`config.mk`:
```
export PLATFORM = sky130hd
export DESIGN_NAME = sensor_byte_feeder
export DESIGN_NICKNAME = d
export VERILOG_FILES = /design/src/rtl/sensor_feeder_pkg.sv /design/src/rtl/sample_quantizer.sv /design/src/rtl/sensor_byte_feeder.sv
export SDC_FILE = /design/constraint.sdc
export NUM_CORES = 1
export LEC_CHECK = 0
export BUFFER_PORTS_ARGS = -buffer_cell sky130_fd_sc_hd__buf_2
export CAP_MARGIN = 15
export CORE_AREA = 2 2 110 112
export DETAILED_ROUTE_END_ITERATION = 8
export DIE_AREA = 0 0 112 114
export GPL_TIMING_DRIVEN = 0
export PLACE_DENSITY_LB_ADDON = 0.1
export SLEW_MARGIN = 20
export SYNTH_ARGS = -nofsm -noshare
export SYNTH_HDL_FRONTEND = slang
export SYNTH_SLANG_ARGS = --single-unit
```
`constraint.sdc`:
```
create_clock -name clk -period 3 [get_ports clk]
set_input_delay 0.15 -clock clk [delete_from_list [all_inputs] [get_ports clk]]
set_output_delay 0.15 -clock clk [all_outputs]
set_load 0.01 [all_outputs]
```
`src/rtl/sensor_feeder_pkg.sv`:
```
// Shared constants and helpers for the sensor byte feeder.
package sensor_feeder_pkg;

    // Width of every quantized byte handed to the isolation-tree stage.
    localparam int BYTE_W = 8;

    // FIFO depth used when the instantiating design does not override it.
    localparam int DEFAULT_DEPTH = 16;

    // Occupancy counter width: must represent 0..depth inclusive.
    function automatic int level_width(input int depth);
        return $clog2(depth) + 1;
    endfunction

endpackage

```
`src/rtl/sample_quantizer.sv`:
```
// Combinational conversion of a raw unsigned sensor sample into one byte:
// remove the baseline (clamping at zero), scale down by a right shift and
// saturate anything that no longer fits in a byte.
module sample_quantizer
    import sensor_feeder_pkg::*;
#(
    parameter int          IN_W   = 12,
    parameter int unsigned OFFSET = 0,
    parameter int          SHIFT  = 4
) (
    input  logic [IN_W-1:0]   sample,
    output logic [BYTE_W-1:0] quantized
);

    localparam logic [IN_W-1:0]        OFFSET_V = IN_W'(OFFSET);
    localparam logic [IN_W+BYTE_W-1:0] BYTE_MAX = (IN_W + BYTE_W)'(255);

    logic [IN_W-1:0]        diff;
    logic [IN_W-1:0]        shifted;
    logic [IN_W+BYTE_W-1:0] widened;

    // Baseline removal, scaling and saturation; widening keeps narrow IN_W legal.
    always_comb begin
        diff    = (sample < OFFSET_V) ? '0 : (sample - OFFSET_V);
        shifted = diff >> SHIFT;
        widened = {{BYTE_W{1'b0}}, shifted};
        if (widened > BYTE_MAX) begin
            quantized = 8'hFF;
        end else begin
            quantized = widened[BYTE_W-1:0];
        end
    end

endmodule

```
`src/rtl/sensor_byte_feeder.sv`:
```
// Quantizes raw sensor samples and buffers the resulting bytes in a small
// FIFO, issuing one registered byte per cycle when the tree stage allows it.
module sensor_byte_feeder
    import sensor_feeder_pkg::*;
#(
    parameter int          IN_W    = 12,
    parameter int unsigned OFFSET  = 0,
    parameter int          SHIFT   = 4,
    parameter int          DEPTH   = DEFAULT_DEPTH,
    localparam int         LEVEL_W = level_width(DEPTH)
) (
    input  logic               clk,
    input  logic               reset,
    input  logic [IN_W-1:0]    in_sample,
    input  logic               in_valid,
    output logic               in_ready,
    input  logic               clear,
    input  logic               out_enable,
    output logic [BYTE_W-1:0]  data_input,
    output logic               data_valid,
    output logic [LEVEL_W-1:0] level,
    output logic               overflow
);

    localparam int                 PTR_W      = $clog2(DEPTH);
    localparam logic [LEVEL_W-1:0] FULL_LEVEL = LEVEL_W'(DEPTH);

    logic [BYTE_W-1:0] mem [DEPTH];
    logic [PTR_W-1:0]  wr_ptr;
    logic [PTR_W-1:0]  rd_ptr;
    logic [BYTE_W-1:0] quantized;
    logic              push;
    logic              pop;
    logic              drop;

    sample_quantizer #(
        .IN_W   (IN_W),
        .OFFSET (OFFSET),
        .SHIFT  (SHIFT)
    ) u_quantizer (
        .sample    (in_sample),
        .quantized (quantized)
    );

    assign in_ready = (level != FULL_LEVEL);

    // Transfer qualifiers; clear suppresses every transfer and the drop flag.
    always_comb begin
        push = in_valid && in_ready && !clear;
        pop  = out_enable && (level != '0) && !clear;
        drop = in_valid && !in_ready && !clear;
    end

    // Byte storage is deliberately unreset; the level counter guards every read.
    always_ff @(posedge clk) begin
        if (push) begin
            mem[wr_ptr] <= quantized;
        end
    end

    // Pointers, occupancy, sticky overflow and the registered output byte.
    always_ff @(posedge clk or negedge reset) begin
        if (!reset) begin
            wr_ptr     <= '0;
            rd_ptr     <= '0;
            level      <= '0;
            overflow   <= 1'b0;
            data_valid <= 1'b0;
            data_input <= '0;
        end else if (clear) begin
            wr_ptr     <= '0;
            rd_ptr     <= '0;
            level      <= '0;
            overflow   <= 1'b0;
            data_valid <= 1'b0;
        end else begin
            if (push) begin
                wr_ptr <= wr_ptr + PTR_W'(1);
            end
            if (pop) begin
                rd_ptr     <= rd_ptr + PTR_W'(1);
                data_input <= mem[rd_ptr];
            end
            data_valid <= pop;
            case ({push, pop})
                2'b10:   level <= level + LEVEL_W'(1);
                2'b01:   level <= level - LEVEL_W'(1);
                default: level <= level;
            endcase
            if (drop) begin
                overflow <= 1'b1;
            end
        end
    end

endmodule

```
* Yosys cells after proc, flatten, opt, wreduce, memory -nomap -nowiden
Memories as Yosys holds them, arrays and structs flattened. A register that Yosys moved wholly into a read port is not among the register bits.
Cells that the tools add are included.
** Storage, ports and cells
- Output and inout port bits :: 16
- Bits in registers :: 15
- RAM bits :: 128
- Memories :: 1
** Cells by class
- Bitwise logic cells :: 1
- $add $sub $neg :: 4
- $lt $le $gt $ge :: 2
- Equal/unequal tests :: 3
- Reduce and logical (&&, ||, !) cells :: 15
- Mux-type cells :: 13
** Memory list
- mem :: depth 16, bits a word 8, read ports 1, clocked after memory_dff 1, write ports 1, RTL line sensor_byte_feeder.sv:28 : logic [BYTE_W-1:0] mem [DEPTH];
** Operator list (count)
- $mux W4 :: 4
- $lt A12 B1 Y1 const B :: 1
- $mux W12 :: 1
- $pmux W5 S2 :: 1
- $add A4 B1 Y4 const B :: 2
- $gt A8 B8 Y1 const B :: 1
- $mux W8 :: 1
- $logic_and A1 B1 Y1 :: 6
- $reduce_bool A2 Y1 :: 3
- $add A5 B1 Y5 const B :: 1
- $mux W1 :: 5
- $mux W5 :: 1
- $ne A5 B5 Y1 const B :: 1
- $reduce_bool A5 Y1 :: 1
- $sub A5 B1 Y5 const B :: 1
- $logic_not A1 Y1 :: 3
- $reduce_bool A3 Y1 :: 1
- $eq A2 B1 Y1 const B :: 1
- $eq A2 B2 Y1 const B :: 1
- $reduce_and A2 Y1 :: 1
- $not A1 Y1 :: 1

* Logic depth before layout (Yosys ltp)
Gate-level depths: netlist (run 1).
- Word-level depth :: 6
- Gate-level depth with buffers :: 12
- Mapped depth without buffers :: 10

* Modules after synthesis
From an unflattened synthesis (run 1), not the netlist that was laid out.
** Unflattened totals
- Cells, all modules :: 342
- Area, all modules :: 6185.9 um2
** Modules (own cells, without submodules)
- sensor_byte_feeder :: area an instance 6125.9 um2, instances 1, cells an instance 334, seq. area each 4419.2 um2
- sample_quantizer :: area an instance 60.1 um2, instances 1, cells an instance 8, seq. area each 0.0 um2

* Worst setup path before layout (run 1)
No wires, ideal clock.
- Kind :: flip-flop to flip-flop
- Start point :: reg level[1]
- End point :: reg level[3]
- Setup time :: 0.125 ns
- Required time :: 2.875 ns
- Setup slack :: 0.132 ns
- Stages on the path, launching flop included :: 13
- Data arrival time :: 2.744 ns
- Cell sequence :: dfrtp_1 or4_1 buf_2 o211a_1 buf_6 or2b_1 inv_1 ha_1 a21o_2 a21oi_1 xor2_1 nor2_1 mux2_2
** Between the ends
- Word-level cells in the longest chain between the ends :: 6
** RTL lines
- from (decl) :: RTL line sensor_byte_feeder.sv:21 : output logic [LEVEL_W-1:0] level,
- from (signal assigned) :: RTL line sensor_byte_feeder.sv:86 : 2'b10: level <= level + LEVEL_W'(1);
- from (signal assigned) :: RTL line sensor_byte_feeder.sv:87 : 2'b01: level <= level - LEVEL_W'(1);
- from (signal assigned) :: RTL line sensor_byte_feeder.sv:88 : default: level <= level;
- $ne A5 B5 Y1 or $reduce_bool A5 Y1 (tied branches) :: RTL line sensor_byte_feeder.sv:45, sensor_byte_feeder.sv:50
- $logic_and A1 B1 Y1, on equally long branches (2 in series) :: RTL line sensor_byte_feeder.sv:49, sensor_byte_feeder.sv:50
- $eq A2 B1 Y1 or $eq A2 B2 Y1 (tied branches) :: RTL line sensor_byte_feeder.sv:85 : case ({push, pop})
- $pmux W5 S2 :: RTL line sensor_byte_feeder.sv:85
- $mux W5 :: RTL line sensor_byte_feeder.sv:70 : end else if (clear) begin
Several ways; a longest one is shown, not always the timed one.
A chain may end at the register's enable or synchronous reset.

* Worst setup path in the final report (run 1)
- Start point :: reg level[0]
- End point :: reg level[3]
The elaborated chain is that of the path after synthesis.

==> metrics, run 1 <==
DRC 0; DR WL/cell 22.3 um; Synth Register Bits 151; final hold viol count 0; Initial Util 52.3%; Syn Inst Count 334; Hold EP mem[5][0]; crit-path max FO 6; clock buffer depth 2; Final Max Tran Viols 0; min Tclk post-route 2.92 ns; initial antenna violation count 0; worst clock skew 0.00628 ns; Worst EP required 3.30 ns; routability cong. 0.815; Data arrival, critical path 3.22 ns; R2R Path End level[3]; worst reg2reg path startpoint level[0]; Die Span X 112 um; fraction of layout cells with a size suffix above 1 32.3%; post-synth top area share 62.7%; worst hold path class in -> reg; Highest Clock Rate 0.342 GHz; average size of a mapped cell 18.3 um^2; total wire length 12100 um; Hold Startpoint in_sample[4]; Pre-antenna DRT Iters 4; DR iter-0 viols 230; peak supply drop 502 uV; ant diodes 0; Setup violations, final 0; power density over the cells 773 nW/um^2; Mapped Area 6130 um^2; most instantiated cells after synthesis edfxtp_1 (128), mux4_2 (32), nor2_1 (32); Post-synth EDFFs 128; LEAKAGE 2.42 nW; die area 12800 um^2; remaining global-route overflow 0; hpwl dp 7710 um; Root Buffer clkbuf_16; syn_nets 360; Port Buffer Count 26; synth top area cells edfxtp_1 (63%), mux4_2 (12%), dfrtp_1 (9.4%); crit path launch type flop; H-tree depth 4; Ys Warns 0; Clock transition at path regs 0.06 ns; Clock Latency Late Sink 0.42 ns; vias per inst 5.82; GRT Total Usage 20.4%; maxcap violations 0; post-route cell area 7150 um^2; Synth async-reset ratio 15.2%; first-pass GRT wire length 18500 um; CTS tree built; # IOs 33; CTS Buf Count 17; most common cell in the netlist edfxtp_1; Reg2Reg Setup Slack 0.08 ns; R2R cell count 12; vias post-DR 3175; CTS sink count 151; path type of the worst setup path reg -> reg; utilization after layout 61.0%; vias in the first global route 3247; Area growth, synth to finish 16.7%; largest net degree at the start of global routing 24; Placeable Area 11700 um^2; status completed; unrepaired setup endpoints after global routing yes; fin nets 412; fin crit share 97.4%; DP Area 6440 um^2; Yosys cell types 40; Hold Path Cell Cnt 1; fill count 882; Antenna Nets Post-Route 0; Slew headroom 32.6%; Worst-Margin Slew 1.01 ns; Worst setup EP type flop; Top FF cell, synth edfxtp_1; leading area contributor after synthesis edfxtp_1; sequential share of the synthesized area 72.1%; Die H 114 um; Std-Cell Rows 40
## how the worst max path moves through the flow
stage               startpoint        to  slack (ns)  depth (start not counted)
floorplan             level[1]  level[3]        0.13                         12
global placement      level[1]  level[4]       -0.12                          9
detailed placement    level[0]  level[4]       -0.15                          9
CTS                   level[0]  level[3]       -0.02                         12
global route          level[0]  level[3]       -0.02                         12
finish                level[0]  level[3]        0.08                         12
## layout by cell type (no fill, tap or decap), types with 3 or more instances in the layout
master	n
nor2_1	31
dfrtp_1	21
clkbuf_1	9
ha_1	6
clkbuf_8	4
or3_1	3
buf_2	29
xor2_1	6
nand2_1	8
mux4_2	32
mux2_2	13
inv_1	6
clkinv_2	3
o22ai_1	16
a21oi_1	10
edfxtp_1	128
clkbuf_16	17
buf_1	3
buf_4	8
## routing by layer
metal	vias to the layer above	part of all wire, %	GRT usage (%)
met5	-	0	0
met4	0	1.7	8.62
met3	15	5.0	4.52
met2	85	48	32.2
met1	1648	45	27.9
li1	1427	-	-
## logic make-up after synthesis
| group | count (synthesis) | synth area share, % |
|---|---|---|
| DFF | 151 | 72.1 |
| and+or+nand+nor | 56 | 4.31 |
| muxes | 47 | 14.5 |
| AOI/OAI and AO/OA | 38 | 3.96 |
| buffers and inverters | 25 | 2.04 |
| adders and majority gates | 9 | 1.96 |
| xor gates and xnor gates | 8 | 1.14 |
## metrics by stage
| step | setup TNS [ns] | std cells | total power [W] | worst slack (ns) | hold WS, ns |
|---|---|---|---|---|---|
| 2_1_floorplan | 0 | 334 | 0.00307 | 0.132 | -0.146 |
| 3_3_place_gp | -0.167 | 507 | 0.00333 | -0.123 | 0.166 |
| 3_5_place_dp | -0.245 | 507 | 0.00335 | -0.150 | 0.171 |
| 4_1_cts | -0.0225 | 543 | 0.00546 | -0.0225 | 0.112 |
| 5_1_grt | -0.0184 | 546 | 0.00574 | -0.0184 | 0.119 |
| 6_report | 0 | 546 | 0.00553 | 0.0791 | 0.125 |
## area by class of cell
cell class / instances / area [um^2] / share of cell area [%]
flip-flops and latches: 151 / 4420 / 61.8
multi-input cells: 158 / 1640 / 23.0
clock buffers: 23 / 488 / 6.83
repair buffers: 33 / 185 / 2.59
well taps: 147 / 184 / 2.57
plain buffers: 18 / 105 / 1.47
clock inverters: 9 / 97.6 / 1.37
inverters: 7 / 26.3 / 0.368
## worst max-delay path, cell delays in order (launching register included)
cell and delay (ns):
dfrtp_2 0.44, or4_4 0.52, buf_6 0.14, o211a_1 0.21, buf_6 0.11, or2b_1 0.20, inv_2 0.09, ha_1 0.28
a21o_2 0.22, a21oi_2 0.12, xor2_1 0.16, nor2_1 0.05, mux2_2 0.27
## registers in the layout, indices dropped and copies added (netlist names)
signal      cells
level           5
mem           128
wr_ptr          4
data_valid      1
data_input      8
rd_ptr          4
overflow        1
## power by group
group | leakage (nW) | internal [W] | total [W] | switching [W]
registers | 1.44 | 0.00240 | 0.00251 | 0.000115
clock network | 0.284 | 0.00130 | 0.00208 | 0.000775
logic | 0.692 | 0.000445 | 0.000937 | 0.000493
total | 2.42 | 0.00415 | 0.00553 | 0.00138
## what timing repair did
action	4_1_cts	5_1_grt
pin swaps	0	2
gates resized for setup	5	9
setup buffers	3	3
endpoints found under the hold margin	23	0
hold buffers	1	0
setup endpoints to repair	2	2
(Power assumes the default switching activity.)
==> inputs of run 2 (changes only) <==
--- a/config.mk
+++ b/config.mk
@@ -9,5 +9,6 @@
 export CAP_MARGIN = 15
-export CORE_AREA = 2 2 110 112
+export CORE_AREA = 2 2 109 111
+export CTS_BUF_LIST = sky130_fd_sc_hd__clkbuf_4 sky130_fd_sc_hd__clkbuf_8
 export DETAILED_ROUTE_END_ITERATION = 8
-export DIE_AREA = 0 0 112 114
+export DIE_AREA = 0 0 111 113
 export GPL_TIMING_DRIVEN = 0
==> constraint.sdc (replaced) <==
create_clock -name clk -period 3 [get_ports clk]
set_input_delay 0.3 -clock clk [delete_from_list [all_inputs] [get_ports clk]]
set_output_delay 0.3 -clock clk [all_outputs]
set_load 0.01 [all_outputs]
==> run 2 against run 1 <==
- sequential share of layout area up 1.9 points
- power fell by 9.8%
- combinational power fell by 3.7%
- highest routed layer unchanged
==> metrics, run 2 (same netlist as run 1, synthesis figures left out) <==
switching pwr 0.00129 W (-6.8%); Final Max Tran Viols 0 (unchanged); DR iter-0 viols 441 (+92%); Reg2Reg Setup Slack 0.11 ns (+0.03 ns); Clock Latency Late Sink 0.45 ns (+0.03 ns); Top reg by flops mem; worst hold path class in -> reg; fraction of layout cells with a size suffix above 1 30.4% (-1.9 points); CTS sink count 151 (unchanged); Placed Cells 503 (-0.79%); remaining global-route overflow 0 (unchanged); DRC 0 (unchanged); ant diodes 0 (unchanged); Worst EP required 3.33 ns (+0.03 ns); Highest Clock Rate 0.346 GHz (+1.1%); total wire length 12000 um (-1.3%); Std-Cell Rows 39 (-2.5%); Multi-input gate area 1620 um^2 (-1.4%); worst hold margin 0.229 ns (+0.104 ns); peak supply drop 414 uV (-18%); first-pass GRT wire length 18300 um (-0.67%); Hold EP mem[2][6]; maxcap violations 0 (unchanged); Port Buffer Count 26 (unchanged); Die H 113 um (-0.88%); fill count 813 (-7.8%); worst path cell trace or4_1, buf_4, o211a_1, buf_6, or2b_1, inv_2, ha_1, a21o_2, a21oi_2, xor2_1, nor2_1, mux2_2; Data arrival, critical path 3.22 ns (about the same); commonest non-fill, non-tap cell in the layout edfxtp_1; CP max stage cell or4_1; register area 4420 um^2 (about the same); Area growth, synth to finish 13.1%; crit-path max FO 6 (unchanged); Initial Util 54.4% (+2.0 points); vias in the first global route 3218 (-0.89%); routability cong. 0.826 (+1.3%); Hold Startpoint in_sample[10]; Clock transition at path regs 0.08 ns (+0.02 ns); crit path launch type flop; max reg flops 128 (unchanged); LEAKAGE 2.34 nW (-3.2%); Root Buffer clkbuf_8; path type of the worst setup path reg -> reg; Clock Power Share 32.1% (-5.5 points); H-tree depth 4 (unchanged); CP top delay family simple AND/OR/NAND/NOR gates; Antenna Nets Post-Route 0 (unchanged); Worst setup EP type flop; final hold viol count 0 (unchanged); power density over the cells 720 nW/um^2 (-6.9%); Setup violations, final 0 (unchanged); vias per inst 5.73 (-1.5%); GRT Total Usage 20.7% (+0.29 points); fin crit share 96.3% (-1.1 points); Pre-antenna DRT Iters 4 (unchanged); fin cells 541 (-0.92%); vias post-DR 3100 (-2.4%); Placeable Area 11300 um^2 (-3.7%); status completed; min Tclk post-route 2.89 ns (-0.0329 ns); fin nets 411 (-0.24%); Hold Path Cell Cnt 1 (unchanged); WP buf/inv 3 (unchanged); Die Span X 111 um (-0.89%); CTS tree built; DR WL/cell 22.2 um (-0.40%); initial antenna violation count 0 (unchanged); Reg power frac 49.9% (+4.4 points); Largest stage delay, worst path 0.52 ns (about the same); Worst-Margin Slew 0.920 ns (-0.0872 ns); switching share of total power 25.8% (+0.84 points); unrepaired setup endpoints after global routing yes; worst clock skew 0.0144 ns (+0.00814 ns); internal power 0.00370 W (-11%); hpwl dp 7770 um (+0.75%); die area 12500 um^2 (-1.8%); Largest regs mem x128, data_input x8, level x5; largest net degree at the start of global routing 24 (unchanged); worst reg2reg path startpoint level[0]; R2R cell count 12 (unchanged); R2R Path End level[3]; Gate power share 18.1% (+1.1 points); CTS Buf Count 17 (unchanged); most frequent cells in the layout edfxtp_1 (128), nor2_1 (32), mux4_2 (32), buf_2 (29), dfrtp_1 (22); clock buffer depth 2 (unchanged); Slew headroom 38.4% (+5.8 points); # IOs 33 (unchanged)
run 2: changes by cell type in the layout (fill, tap and decap cells not counted), moves of 2 or more:
cell and change:
ha_4 -2, clkbuf_1 -2, clkbuf_16 -17, bufinv_16 +2, ha_1 +2, clkbuf_8 +13
clkbuf_4 +2, clkinv_1 +4
run 2: cell type report:
| cell class | count | area share, % |
|---|---|---|
| Sequential cell | 151 | 63.8 |
| Multi-Input combinational cell | 158 | 23.3 |
| Clock buffer | 19 | 3.59 |
| Tap cell | 143 | 2.58 |
| Timing Repair Buffer | 32 | 2.56 |
| Clock inverter | 13 | 2.31 |
| Buffer | 18 | 1.46 |
| Inverter | 7 | 0.379 |
run 2: layer usage:
layer | vias to the layer above | track usage (%) | routed length (um) | part of all wire (%)
met3 | 18 | 5.36 | 692 | 5.8
met1 | 1580 | 28.9 | 5300 | 44
met4 | 0 | 8.00 | 263 | 2.2
met5 | - | 0 | 0 | 0
li1 | 1412 | - | - | -
met2 | 90 | 31.9 | 5740 | 48
run 2: stage by stage:
stage	area, um^2	TNS, ns	power (W)	setup slack (ns)	utilization, %
CTS	6890	0	0.00499	0.00448	61.2
global placement	6440	-0.118	0.00333	-0.0974	57.1
finish	6930	0	0.00499	0.112	61.5
detailed placement	6440	-0.198	0.00335	-0.111	57.1
floorplan	6130	0	0.00307	0.132	-
global route	6930	-0.0304	0.00519	-0.0236	61.5
run 2: how the worst max path moves through the flow:
stage,from,endpoint,slack (ns),cells past startpoint
2_1_floorplan,level[1],level[3],0.13,12
3_3_place_gp,level[1],level[4],-0.1,9
3_5_place_dp,level[0],level[4],-0.11,9
4_1_cts,level[1],level[4],0.004,12
5_1_grt,level[0],level[4],-0.02,11
6_report,level[0],level[3],0.11,12
run 2: what timing repair did:
item	CTS	global route
endpoints found under the hold margin	23	0
setup buffers	3	2
pin swaps	0	2
hold buffers	1	0
resized for setup	4	5
endpoints found under the setup margin	2	2
run 2: power by group through the flow:
stage	Clock [W]	Sequential, W	Combinational (W)
2_1_floorplan	0	0.00256	0.000508
3_3_place_gp	0	0.00254	0.000792
3_5_place_dp	0	0.00255	0.000804
4_1_cts	0.00163	0.00249	0.000870
5_1_grt	0.00171	0.00250	0.000977
6_report	0.00160	0.00249	0.000902
==> inputs of run 3 (changes only) <==
Settings changed: ABC_AREA set to 1, CORE_AREA 2 2 109 111 to 2 2 111 113, DIE_AREA 0 0 111 113 to 0 0 113 115.
==> run 3 against run 2 <==
- global-route usage up 4.2 points
- cell area grew 3.1%
- non-clock buffer count up 6
- critical path type unchanged
- register-to-register slack better by 0.68 ns
==> metrics, run 3 <==
status completed; Antenna Nets Post-Route 0 (unchanged); worst path cell trace inv_1, nand3_2, nand2_2, nor2_2, nand2_2, fa_1, nand3b_1, nand2_1, nand2_1, nand2_1, inv_1, nand2_1, nand2_1, nand2_1, nand2_1; initial antenna violation count 0 (unchanged); sequential share of the synthesized area 69.2% (-2.9 points); die area 13000 um^2 (+3.6%); Yosys cell types 25 (-38%); crit-path max FO 6 (unchanged); final hold viol count 0 (unchanged); Highest Clock Rate 0.453 GHz (+31%); syn_nets 607 (+69%); ant diodes 0 (unchanged); Worst setup EP type flop; post-synth top area share 60.2% (-2.5 points); Area growth, synth to finish 12.0%; synth top area cells edfxtp_1 (60%), dfrtp_1 (9.0%), nand2_1 (7.1%); Hold Path Cell Cnt 2 (+1); worst hold path class in -> reg; Port Buffer Count 28 (+7.7%); worst clock skew 0.00846 ns (-0.00596 ns); dpl ws 0.685 ns (+0.796 ns); Setup violations, final 0 (unchanged); fin crit share 73.5% (-23 points); R2R cell count 15 (+3); Synth async-reset ratio 15.2% (unchanged); min Tclk post-route 2.21 ns (-0.682 ns); largest net degree at the start of global routing 24 (unchanged); # IOs 33 (unchanged); Die H 115 um (+1.8%); Placeable Area 11800 um^2 (+4.8%); peak supply drop 405 uV (-2.2%); maxcap violations 0 (unchanged); LEAKAGE 2.74 nW (+17%); leading area contributor after synthesis edfxtp_1; most common cell in the netlist edfxtp_1; crit path launch type flop; CTS sink count 151 (unchanged); first-pass GRT wire length 23300 um (+27%); most frequent cells in the layout edfxtp_1 (128), nand2_1 (120), nor2_1 (114), nand3_1 (59), o21ai_0 (45); routability cong. 0.848 (+2.7%); Initial Util 54.0% (-0.33 points); Largest stage delay, worst path 0.45 ns (-0.07 ns); clock buffer depth 2 (unchanged); Root Buffer clkbuf_8; worst hold margin 0.0546 ns (-0.174 ns); GRT Total Usage 24.9% (+4.2 points); Worst EP required 3.35 ns (+0.02 ns); Top reg by flops mem; commonest non-fill, non-tap cell in the layout edfxtp_1; Worst Setup SP level[4]; DR iter-0 viols 430 (-2.5%); Hold Startpoint clear; CP top delay family simple AND/OR/NAND/NOR gates; R2R Path End level[4]; H-tree depth 4 (unchanged); unrepaired setup endpoints after global routing no; Post-CTS Setup Inserts 0 (-3); Setup crit end level[4]; worst setup margin 0.794 ns (+0.682 ns); vias post-DR 4411 (+42%); CP max stage cell dfrtp_1; fin nets 655 (+59%); worst reg2reg path startpoint level[4]; Slew headroom 38.9% (+0.52 points); Ys Warns 0 (unchanged); hpwl dp 10300 um (+32%); path type of the worst setup path reg -> reg; Die Span X 113 um (+1.8%); Mapped Area 6380 um^2 (+4.1%); Worst-Margin Slew 0.913 ns (-0.00773 ns); power density over the cells 815 nW/um^2 (+13%); Post-synth EDFFs 128 (unchanged); vias per inst 5.59 (-2.4%); post-route setup TNS 0 ns (unchanged); fraction of layout cells with a size suffix above 1 14.2% (-16 points); Reg2Reg Setup Slack 0.79 ns (+0.68 ns); Std-Cell Rows 40 (+2.6%); most instantiated cells after synthesis edfxtp_1 (128), nand2_1 (120), nor2_1 (114); DRC 0 (unchanged); Data arrival, critical path 2.56 ns (-0.66 ns); Clock Latency Late Sink 0.45 ns (about the same); CP dominant cell by count nand2_1; Synth Register Bits 151 (unchanged); WP buf/inv 2 (-1); Pre-antenna DRT Iters 5 (+1); Syn Inst Count 581 (+74%); Largest regs mem x128, data_input x8, level x5; DR WL/cell 19.3 um (-13%); remaining global-route overflow 0 (unchanged); average size of a mapped cell 11.0 um^2 (-40%); max reg flops 128 (unchanged); CTS Buf Count 17 (unchanged); Final Max Tran Viols 0 (unchanged); Top FF cell, synth edfxtp_1; Clock transition at path regs 0.08 ns (about the same); Crit path depth 15 (+3); CTS tree built; total wire length 15300 um (+27%); vias in the first global route 4131 (+28%)
run 3: cell count changes after synthesis, sizes merged, moves of 7 or more:
cell	before	now
nand2	9	126
o22ai	17	0
inv	7	14
mux4	32	0
mux2	13	0
nand3	2	62
nor2	33	118
o21ai	0	60
buf	11	20
run 3: power by group:
group,switching (W),internal (W),total (W)
sequential,0.0000872,0.00240,0.00248
combinational,0.00112,0.000534,0.00165
clock,0.000704,0.000989,0.00169
total,0.00191,0.00392,0.00583
run 3: what timing repair did:
action,CTS,global route
gates resized for setup,0,0
hold endpoints to repair,23,0
hold buffers,1,0
run 3: kinds of logic after synthesis:
family / after synthesis / synth area share (%)
AOI/OAI and AO/OA: 66 / 5.18
xor gates and xnor gates: 2 / 0.275
adders and majority gates: 9 / 1.88
buffers and inverters: 43 / 3.22
DFF: 151 / 69.2
and+or+nand+nor: 310 / 20.2
run 3: worst min-delay path by stage:
| stage | endpoint | slack (ns) |
|---|---|---|
| 2_1_floorplan | data_input[0] | 0.004 |
| 3_3_place_gp | data_input[2] | 0.30 |
| 3_5_place_dp | data_input[2] | 0.32 |
| 4_1_cts | overflow | 0.04 |
| 5_1_grt | overflow | 0.05 |
| 6_report | overflow | 0.05 |
run 3: final cells by class:
type | instances | area (um^2)
clock inverter | 13 | 184
tap | 147 | 184
inverter | 16 | 60.1
timing repair buffer | 29 | 150
sequential | 151 | 4420
multi-input combinational | 387 | 1760
clock buffer | 19 | 249
buffer | 27 | 145
fill | 986 | 4660
run 3: layer usage:
layer / vias to the layer above / global-route usage, % / wire [um] / part of all wire (%)
li1: 2089 / - / - / -
met1: 2132 / 35.1 / 6580 / 43
met2: 162 / 38.9 / 7240 / 47
met3: 28 / 5.48 / 1110 / 7.2
met4: 0 / 8.46 / 330 / 2.2
met5: - / 0 / 0 / 0
run 3: through the flow:
stage / total power, W / cells / util [%] / instance area (um^2)
floorplan: 0.00361 / 581 / - / 6380
CTS: 0.00584 / 789 / 60.5 / 7150
finish: 0.00583 / 789 / 60.5 / 7150
global route: 0.00615 / 789 / 60.5 / 7150
global placement: 0.00413 / 756 / 56.8 / 6710
detailed placement: 0.00416 / 756 / 56.8 / 6710
